[src/rtl/vend_order_issuer.sv]
// vend_order_issuer: buffers vending orders, issues them one at a time to the seller and reports each result
module vend_order_issuer #(
    parameter int FIFO_DEPTH = 4,
    parameter int TIMEOUT    = 16,
    parameter int CNT_W      = 8
) (
    input  logic             clk,
    input  logic             reset,
    input  logic             order_valid_i,
    input  logic [5:0]       order_money_i,
    input  logic [1:0]       order_type_i,
    output logic             order_ready_o,
    input  logic             seller_ready_i,
    output logic             seller_enable_o,
    output logic [5:0]       seller_money_o,
    output logic [1:0]       seller_type_o,
    input  logic             seller_done_i,
    input  logic [5:0]       seller_change_i,
    input  logic [1:0]       seller_drink_i,
    output logic             result_valid_o,
    output logic [5:0]       result_change_o,
    output logic [1:0]       result_drink_o,
    output logic             result_ok_o,
    output logic             result_timeout_o,
    output logic             busy_o,
    output logic [CNT_W-1:0] sold_cnt_o,
    output logic [CNT_W-1:0] timeout_cnt_o
);
    localparam int AW = $clog2(FIFO_DEPTH);
    localparam int TW = $clog2(TIMEOUT);

    typedef enum logic [1:0] {IDLE, WAIT_DONE, REPORT} state_t;

    state_t           r_state, w_state_nxt;
    logic [7:0]       r_mem [FIFO_DEPTH];
    logic [AW-1:0]    r_wr_ptr, r_rd_ptr;
    logic [AW:0]      r_count;
    logic [TW-1:0]    r_timer;
    logic             r_enable, r_ok, r_timeout;
    logic [5:0]       r_money, r_change;
    logic [1:0]       r_type, r_drink;
    logic [CNT_W-1:0] r_sold, r_tocnt;
    logic             w_full, w_push, w_pop, w_done, w_expire;

    assign w_full = r_count == (AW+1)'(FIFO_DEPTH);
    assign w_push = order_valid_i && !w_full;

    // Handshake decode and next state; a done pulse wins over the timer expiring in the same cycle
    always_comb begin
        w_pop       = r_state == IDLE && r_count != '0 && seller_ready_i;
        w_done      = r_state == WAIT_DONE && seller_done_i;
        w_expire    = r_state == WAIT_DONE && !seller_done_i && r_timer == TW'(TIMEOUT - 1);
        w_state_nxt = r_state;
        w_state_nxt = w_pop ? WAIT_DONE : (w_done || w_expire) ? REPORT : (r_state == REPORT) ? IDLE : r_state;
    end

    // State register
    always_ff @(posedge clk) begin
        if (!reset) r_state <= IDLE;
        else        r_state <= w_state_nxt;
    end

    // Order storage; contents need no reset because occupancy gates every read
    always_ff @(posedge clk) begin
        if (reset && w_push) r_mem[r_wr_ptr] <= {order_money_i, order_type_i};
    end

    // FIFO pointers and occupancy; pointers wrap naturally at the power-of-two depth
    always_ff @(posedge clk) begin
        if (!reset) begin
            r_wr_ptr <= '0;
            r_rd_ptr <= '0;
            r_count  <= '0;
        end else begin
            if (w_push) r_wr_ptr <= r_wr_ptr + AW'(1);
            if (w_pop)  r_rd_ptr <= r_rd_ptr + AW'(1);
            r_count <= r_count + (AW+1)'(w_push) - (AW+1)'(w_pop);
        end
    end

    // Issue registers: enable pulses for the first WAIT_DONE cycle, order fields held until the next issue
    always_ff @(posedge clk) begin
        if (!reset) begin
            r_enable <= 1'b0;
            r_money  <= '0;
            r_type   <= '0;
            r_timer  <= '0;
        end else begin
            r_enable <= w_pop;
            if (w_pop) {r_money, r_type} <= r_mem[r_rd_ptr];
            r_timer <= w_pop ? '0 : (r_state == WAIT_DONE) ? r_timer + TW'(1) : r_timer;
        end
    end

    // Result capture on completion or abandonment; fields hold until the next report
    always_ff @(posedge clk) begin
        if (!reset) begin
            r_change  <= '0;
            r_drink   <= '0;
            r_ok      <= 1'b0;
            r_timeout <= 1'b0;
        end else if (w_done) begin
            r_change  <= seller_change_i;
            r_drink   <= seller_drink_i;
            r_ok      <= seller_drink_i == r_type && seller_drink_i != 2'd0;
            r_timeout <= 1'b0;
        end else if (w_expire) begin
            r_change  <= r_money;
            r_drink   <= 2'd0;
            r_ok      <= 1'b0;
            r_timeout <= 1'b1;
        end
    end

    // Saturating statistics, updated as each result is reported
    always_ff @(posedge clk) begin
        if (!reset) begin
            r_sold  <= '0;
            r_tocnt <= '0;
        end else if (r_state == REPORT) begin
            if (r_ok && r_sold != '1)       r_sold  <= r_sold + CNT_W'(1);
            if (r_timeout && r_tocnt != '1) r_tocnt <= r_tocnt + CNT_W'(1);
        end
    end

    assign order_ready_o    = !w_full;
    assign seller_enable_o  = r_enable;
    assign seller_money_o   = r_money;
    assign seller_type_o    = r_type;
    assign result_valid_o   = r_state == REPORT;
    assign result_change_o  = r_change;
    assign result_drink_o   = r_drink;
    assign result_ok_o      = r_ok;
    assign result_timeout_o = r_timeout;
    assign busy_o           = r_state != IDLE;
    assign sold_cnt_o       = r_sold;
    assign timeout_cnt_o    = r_tocnt;
endmodule

[config.mk]
export PLATFORM = sky130hd
export DESIGN_NAME = vend_order_issuer
export DESIGN_NICKNAME = d
export VERILOG_FILES = /design/src/rtl/vend_order_issuer.sv
export SDC_FILE = /design/constraint.sdc
export NUM_CORES = 1
export LEC_CHECK = 0
export CORE_ASPECT_RATIO = 0.7
export CORE_MARGIN = 3
export CORE_UTILIZATION = 27
export CTS_CLUSTER_DIAMETER = 80
export DETAILED_ROUTE_END_ITERATION = 16
export PLACE_DENSITY = 0.45
export SLEW_MARGIN = 30
export SYNTH_ARGS = -nofsm -noshare
export SYNTH_HDL_FRONTEND = slang
export SYNTH_SLANG_ARGS = --single-unit
[constraint.sdc]
create_clock -name clk -period 8.25 [get_ports clk]
set_input_delay 2.475 -clock clk [delete_from_list [all_inputs] [get_ports clk]]
set_output_delay 2.475 -clock clk [all_outputs]
set_load 0.02 [all_outputs]
==> metrics.txt, run 1 <==
maximum buffer depth of the clock tree=2; number of diodes added for antenna fixing=0; worst reg2reg path startpoint=r_state[1]; register area share after synthesis=57.0%; post-synth net total=317; number of sinks on the clock net=80; cell taking the most area after synthesis=sky130_fd_sc_hd__dfxtp_1; buffer type at the clock tree root=sky130_fd_sc_hd__clkbuf_16; global route overflow=0; arrival time worst endpoint=5.17 ns; maximum vdd drop=115 uV; global placer's final weighted congestion=0.681; number of nets in the layout=375; Pwr Density=254 mW/mm2; worst hold path startpoint=result_change_o[2]; max_cap viols=0; Resized Gates After CTS=0; pin count of the biggest net entering global routing=30; number of enable-type register cells in the synthesized netlist=32; post-detailed-route count of antenna-violating nets=0; Critical Path Fanout Max=11; Total GRT Usage=11.5%; top cells by area in the synthesized netlist=sky130_fd_sc_hd__dfxtp_1 (28%), sky130_fd_sc_hd__edfxtp_1 (28%), sky130_fd_sc_hd__mux4_2 (5.3%), sky130_fd_sc_hd__nand2_1 (4.1%), sky130_fd_sc_hd__ha_1 (3.3%); floorplan die area=0.0139 mm2; run status=complete, no violations; final total power=1120 uW; worst skew pair latency=0.33 ns; capturing element type of the critical path=flip-flop; period utilisation layout=60.0%; minimum clock period=4.95 ns; DIE HEIGHT=99.5 um; placed wire-length estimate after detailed placement=5.38 mm; share of async-settable or async-resettable flops after synthesis=0%; combined flip-flop and latch cell area=0.00192 mm2; initial standard-cell utilization of the core=28.3%; DIE WIDTH=140 um; site row count=33; total of endpoints with negative setup slack in the final report=0; via count of the first global-routing pass=2301; Detailed Route WL=7.51 mm; detail-routed via count per cell=4.50; post-synth design cell area=0.00337 mm2; number of buffers added on ports=58; post-route clock skew=0.00799 ns; final hold vios=0; iteration count of the initial detailed-routing pass=4; most frequently used flop master after synthesis=sky130_fd_sc_hd__dfxtp_1; number of primary I/O pins=59; Critical Path Source=seller_ready_i; critical path required time=8.48 ns; depth of the CTS H-tree=3; drt first-iter violations=84; Worst Setup Path Type=input pin to flip-flop; placeable core area=0.0119 mm2; post-detailed-route DRC marker count=0; crit path launch type=input pin; routed via count=2278; share of final-layout standard cells stronger than drive strength 1=8.88%; final core utilization=36.8%; highest attainable clock frequency=202 MHz; number of buffers added to fix hold violations after cts=0; Slew headroom=45.2%; count of cell types in the netlist=53; final routed wire length divided by cell count=14.8 um; Slew Viols, Final=0; clock tree from TritonCTS=built; classification of the worst-slack hold path=flip-flop to flip-flop; Clk pin slew, worst setup/hold paths=0.06 ns; Num CTS Buffers=9; unrepaired setup endpoints after global routing=no; aggregate negative setup slack=0 ns; FILL cells=1171; Post-Syn Instances=286; antenna violations before repair=0; worst slew pin tran=0.821 ns; Multi-input gate area=0.00134 mm2; Synth-to-Final Area Change=30.3%; Post-CTS Setup Bufs=0; Synth top area share=28.5%; mean cell area of the mapped netlist=11.8 um2; first-pass GRT wire length=12.4 mm; static leakage=0.00158 uW; number of warnings printed during yosys synthesis=0; #FFs+latches synth=80
==> logic make-up (layout without fill, tap and decap cells) <==
group                      after synthesis  after routing  synth area share [%]
and+or+nand+nor                        100            100                  16.0
DFF                                     80             80                  57.0
xor gates and xnor gates                16             16                  4.15
muxes                                   11             11                  6.23
adders and majority gates               10             10                  3.93
AOI/OAI and AO/OA                       45             45                  9.46
buffers and inverters                   24             87                  3.30
==> final timing paths <==
| check | end | slack (ns) | depth (start not counted) |
|---|---|---|---|
| worst min-delay path | result_change_o[2] | 0.45 | 2 |
| worst min register to register | result_change_o[2] | 0.45 | 2 |
| worst max-delay path | r_count[2] | 3.30 | 12 |
| worst max register to register | r_count[2] | 5.45 | 11 |
==> power breakdown <==
group | switching [uW] | total (uW) | internal, uW | leakage [uW]
Sequential | 45.4 | 496 | 451 | 0.000680
Clock | 147 | 393 | 246 | 0.000154
Combinational | 112 | 226 | 115 | 0.000751
Total | 304 | 1120 | 811 | 0.00158
==> synth_stat cells (all sizes together), types with 2 or more instances <==
cell	n
mux2i	3
o211a	2
xnor2	11
edfxtp	32
or4	2
a22oi	6
xor2	5
nand3	8
or3	2
nor3	3
buf	6
nand4	2
nand2	38
nor2b	3
a2111oi	2
nor2	12
clkbuf	6
a21boi	3
inv	12
o21ai	2
and3	6
o31ai	2
dfxtp	48
and4	2
mux4	8
and2	10
nand3b	5
o221a	2
a21oi	18
ha	9
==> worst max-delay path, stage by stage <==
cell and delay [ns]:
sky130_fd_sc_hd__clkdlybuf4s50_1 0.47, sky130_fd_sc_hd__nor3b_1 0.35, sky130_fd_sc_hd__nand2_2 0.22, sky130_fd_sc_hd__inv_1 0.35, sky130_fd_sc_hd__ha_1 0.30, sky130_fd_sc_hd__inv_1 0.05, sky130_fd_sc_hd__ha_1 0.13, sky130_fd_sc_hd__inv_1 0.05
sky130_fd_sc_hd__fa_1 0.37, sky130_fd_sc_hd__xnor2_1 0.14, sky130_fd_sc_hd__xnor2_1 0.12, sky130_fd_sc_hd__and2_1 0.15
==> state kept, by name, summed over array words and instances, names as in the netlist <==
register and flops:
sold_cnt_o 8, r_rd_ptr 2, r_count 3, timeout_cnt_o 8, result_timeout_o 1, r_state 2
r_mem 32, seller_money_o 6, result_change_o 6, result_drink_o 2, r_timer 4, result_ok_o 1
r_wr_ptr 2, seller_enable_o 1, seller_type_o 2
==> routing by layer <==
| layer | vias to the layer above | GRT usage [%] | wire length (um) |
|---|---|---|---|
| li1 | 1145 | - | - |
| met1 | 1075 | 16.6 | 3970 |
| met2 | 52 | 15.9 | 3020 |
| met3 | 6 | 4.18 | 437 |
| met4 | 0 | 4.02 | 88 |
| met5 | - | 0 | 0 |
==> stage by stage <==
step | area (um2) | setup slack, ns | hold WS, ns | cells
after CTS | 4400 | 3.28 | 0.459 | 506
after floorplan | 3370 | 3.79 | 0.477 | 286
after global placement | 4090 | 2.99 | 0.444 | 490
after detailed placement | 4090 | 2.93 | 0.450 | 490
final | 4400 | 3.30 | 0.455 | 506
after global routing | 4400 | 3.11 | 0.478 | 506
==> area by class of cell <==
type	count	share of cell area, %
clock buffers	14	6.72
well taps	157	4.47
flip-flops and latches	80	43.7
multi-input cells	182	30.5
clock inverters	2	0.228
inverters	12	1.02
repair buffers	59	13.4
==> cells in the final DEF (no fill, tap or decap), types with 2 or more instances in the layout <==
master	netlist	routed
sky130_fd_sc_hd__o211a_1	2	2
sky130_fd_sc_hd__or4_1	2	2
sky130_fd_sc_hd__nand2_1	37	37
sky130_fd_sc_hd__nor2b_1	3	3
sky130_fd_sc_hd__nor3_1	2	2
sky130_fd_sc_hd__o21ai_0	2	2
sky130_fd_sc_hd__and4_1	2	2
sky130_fd_sc_hd__a21oi_1	18	18
sky130_fd_sc_hd__nand3b_1	4	4
sky130_fd_sc_hd__xor2_1	5	5
sky130_fd_sc_hd__and3_1	6	6
sky130_fd_sc_hd__o221a_2	2	2
sky130_fd_sc_hd__nor2_1	12	12
sky130_fd_sc_hd__clkbuf_8	0	3
sky130_fd_sc_hd__mux4_2	8	8
sky130_fd_sc_hd__ha_1	9	9
sky130_fd_sc_hd__or3_1	2	2
sky130_fd_sc_hd__inv_1	12	12
sky130_fd_sc_hd__dfxtp_1	48	48
sky130_fd_sc_hd__xnor2_1	11	11
sky130_fd_sc_hd__edfxtp_1	32	32
sky130_fd_sc_hd__clkinv_2	0	2
sky130_fd_sc_hd__and2_1	10	10
sky130_fd_sc_hd__nand3_1	8	8
sky130_fd_sc_hd__nand4_1	2	2
sky130_fd_sc_hd__a22oi_1	6	6
sky130_fd_sc_hd__mux2i_1	3	3
sky130_fd_sc_hd__a21boi_0	3	3
sky130_fd_sc_hd__o31ai_1	2	2
sky130_fd_sc_hd__clkdlybuf4s50_1	0	58
sky130_fd_sc_hd__clkbuf_16	0	10
No activity file was read; power rests on OpenSTA's default activity.
==> run 2: changes to the inputs <==
--- a/config.mk
+++ b/config.mk
@@ -10,7 +10,7 @@
 export CORE_UTILIZATION = 27
 export CTS_CLUSTER_DIAMETER = 80
 export DETAILED_ROUTE_END_ITERATION = 16
-export PLACE_DENSITY = 0.45
+export PLACE_DENSITY = 0.47
 export SLEW_MARGIN = 30
 export SYNTH_ARGS = -nofsm -noshare
 export SYNTH_HDL_FRONTEND = slang
==> constraint.sdc (replaced) <==
create_clock -name clk -period 4.06 [get_ports clk]
set_input_delay 1.218 -clock clk [delete_from_list [all_inputs] [get_ports clk]]
set_output_delay 1.218 -clock clk [all_outputs]
set_load 0.02 [all_outputs]
==> metrics.txt, run 2 (synthesis gave the netlist of run 1 again) <==
static leakage=0.00159 uW (+0.31%); Pwr Density=514 mW/mm2 (+100%); post-route clock skew=0.00518 ns (-0.00280 ns); dominant cell type by count on the critical path=sky130_fd_sc_hd__inv_1; site row count=33 (unchanged); minimum clock period=3.49 ns; Synth-to-Final Area Change=30.6%; unrepaired setup endpoints after global routing=no; routed via count=2350 (+3.2%); global route overflow=0 (unchanged); DIE WIDTH=140 um (unchanged); placeable core area=0.0119 mm2 (unchanged); longest individual stage delay on the worst path=0.47 ns (about the same); Post-CTS Setup Bufs=0 (unchanged); top library cells by usage in the layout, fill and taps aside=sky130_fd_sc_hd__clkdlybuf4s50_1 (58), sky130_fd_sc_hd__dfxtp_1 (48), sky130_fd_sc_hd__nand2_1 (37); Critical Path Fanout Max=10 (-1); Critical-path top delay cell=sky130_fd_sc_hd__clkdlybuf4s50_1; worst slew pin tran=0.669 ns (-0.152 ns); buffer type at the clock tree root=sky130_fd_sc_hd__clkbuf_16; first-pass GRT wire length=12.2 mm (-1.7%); Clk pin slew, worst setup/hold paths=0.06 ns (about the same); Num CTS Buffers=9 (unchanged); antenna violations before repair=0 (unchanged); Bufs and invs on worst path=4 (unchanged); most common cell after layout, fill and taps aside=sky130_fd_sc_hd__clkdlybuf4s50_1; final total power=2260 uW (+100%); Slew headroom=55.4% (+10 points); maximum buffer depth of the clock tree=2 (unchanged); via count of the first global-routing pass=2291 (-0.43%); share of final-layout standard cells stronger than drive strength 1=9.09% (+0.21 points); CP delay by family, top=simple AND/OR/NAND/NOR gates; drt first-iter violations=105 (+25%); number of buffers added to fix hold violations after cts=0 (unchanged); final routed wire length divided by cell count=15.0 um (+1.3%); post-detailed-route count of antenna-violating nets=0 (unchanged); highest attainable clock frequency=287 MHz; Resized Gates After CTS=0 (unchanged); run status=complete, no violations; Slew Viols, Final=0 (unchanged); number of nets in the layout=378 (+0.80%); register ranked first by flip-flop count=r_mem; placed wire-length estimate after detailed placement=5.52 mm (+2.6%); initial standard-cell utilization of the core=28.3% (unchanged); Total GRT Usage=11.3% (-0.18 points); number of primary I/O pins=59 (unchanged); classification of the worst-slack hold path=flip-flop to flip-flop; worst setup slack before clock tree synthesis=0.227 ns (-2.70 ns); clock tree from TritonCTS=built; iteration count of the initial detailed-routing pass=4 (unchanged); DIE HEIGHT=99.5 um (unchanged); global placer's final weighted congestion=0.740 (+8.7%); number of buffers added on ports=58 (unchanged); pin count of the biggest net entering global routing=18 (-40%); Detailed Route WL=7.66 mm (+1.9%); Worst Setup Path Type=input pin to flip-flop; detail-routed via count per cell=4.62 (+2.6%); max reg flops=32 (unchanged); total of endpoints with negative setup slack in the final report=0 (unchanged); floorplan die area=0.0139 mm2 (unchanged); max_cap viols=0 (unchanged); crit path launch type=input pin; number of diodes added for antenna fixing=0 (unchanged); period utilisation layout=86.0%; maximum vdd drop=260 uV (+130%); aggregate negative setup slack=0 ns (unchanged); arrival time worst endpoint=3.71 ns (-1.46 ns); depth of the CTS H-tree=3 (unchanged); final critical-path setup slack=0.570 ns (-2.73 ns); critical path required time=4.28 ns (-4.20 ns); capturing element type of the critical path=flip-flop; worst skew pair latency=0.33 ns (about the same); cell breakdown of the critical path=clkdlybuf4s50_1, nor3b_1, nand2_2, inv_1, ha_1, inv_1, ha_1, inv_1, fa_1, xnor2_1, xnor2_1, and2_1; post-detailed-route DRC marker count=0 (unchanged); final hold vios=0 (unchanged); number of sinks on the clock net=80 (unchanged)
## run 2: cell types whose count changed in the layout (fill, tap and decap cells not counted), sizes merged
cell    change
buf         +3
bufinv      +1
clkbuf      -2
clkinv      +1
## run 2: final cells by class
class | instances | area (um2)
clock inverter | 4 | 43.8
sequential | 80 | 1920
multi-input combinational | 182 | 1340
clock buffer | 12 | 246
inverter | 12 | 45.0
fill | 1171 | 7530
timing repair buffer | 62 | 611
tap | 157 | 196
## run 2: path summary, 6_finish.rpt
check,startpoint,to,slack [ns],cells after the start
min reg2reg,result_change_o[1],result_change_o[1],0.46,2
max,seller_ready_i,r_count[2],0.57,12
max reg2reg,r_state[0],r_count[2],1.47,11
min,result_change_o[1],result_change_o[1],0.46,2
## run 2: stage by stage
stage	cells	area, um2	hold slack, ns	utilization [%]
CTS	509	4400	0.459	36.9
global route	509	4400	0.471	36.9
global placement	493	4110	0.446	34.5
finish	509	4400	0.456	36.9
floorplan	286	3370	0.477	-
detailed placement	493	4110	0.451	34.5
## run 2: report_power, final
group	internal [uW]	switching [uW]	leakage [uW]
combinational	239	231	0.000766
sequential	915	88.0	0.000680
clock	489	300	0.000144
total	1640	619	0.00159
## run 2: worst reg2reg max path, cell delays in order, from the launching register on
cell and delay, ns:
sky130_fd_sc_hd__dfxtp_1 0.41, sky130_fd_sc_hd__nor3b_1 0.43, sky130_fd_sc_hd__nand2_2 0.25, sky130_fd_sc_hd__inv_1 0.13, sky130_fd_sc_hd__ha_1 0.23, sky130_fd_sc_hd__inv_1 0.06, sky130_fd_sc_hd__ha_1 0.13, sky130_fd_sc_hd__inv_1 0.05
sky130_fd_sc_hd__fa_1 0.37, sky130_fd_sc_hd__xnor2_1 0.15, sky130_fd_sc_hd__xnor2_1 0.12, sky130_fd_sc_hd__and2_1 0.15
## run 2: per-layer routing
metal  vias up  routed length [um]  global-route usage (%)
li1       1159                   -                       -
met1      1141                3950                    15.9
met2        43                3340                    16.7
met3         7                 282                    3.80
met4         0                  79                    3.35
met5         -                   0                       0
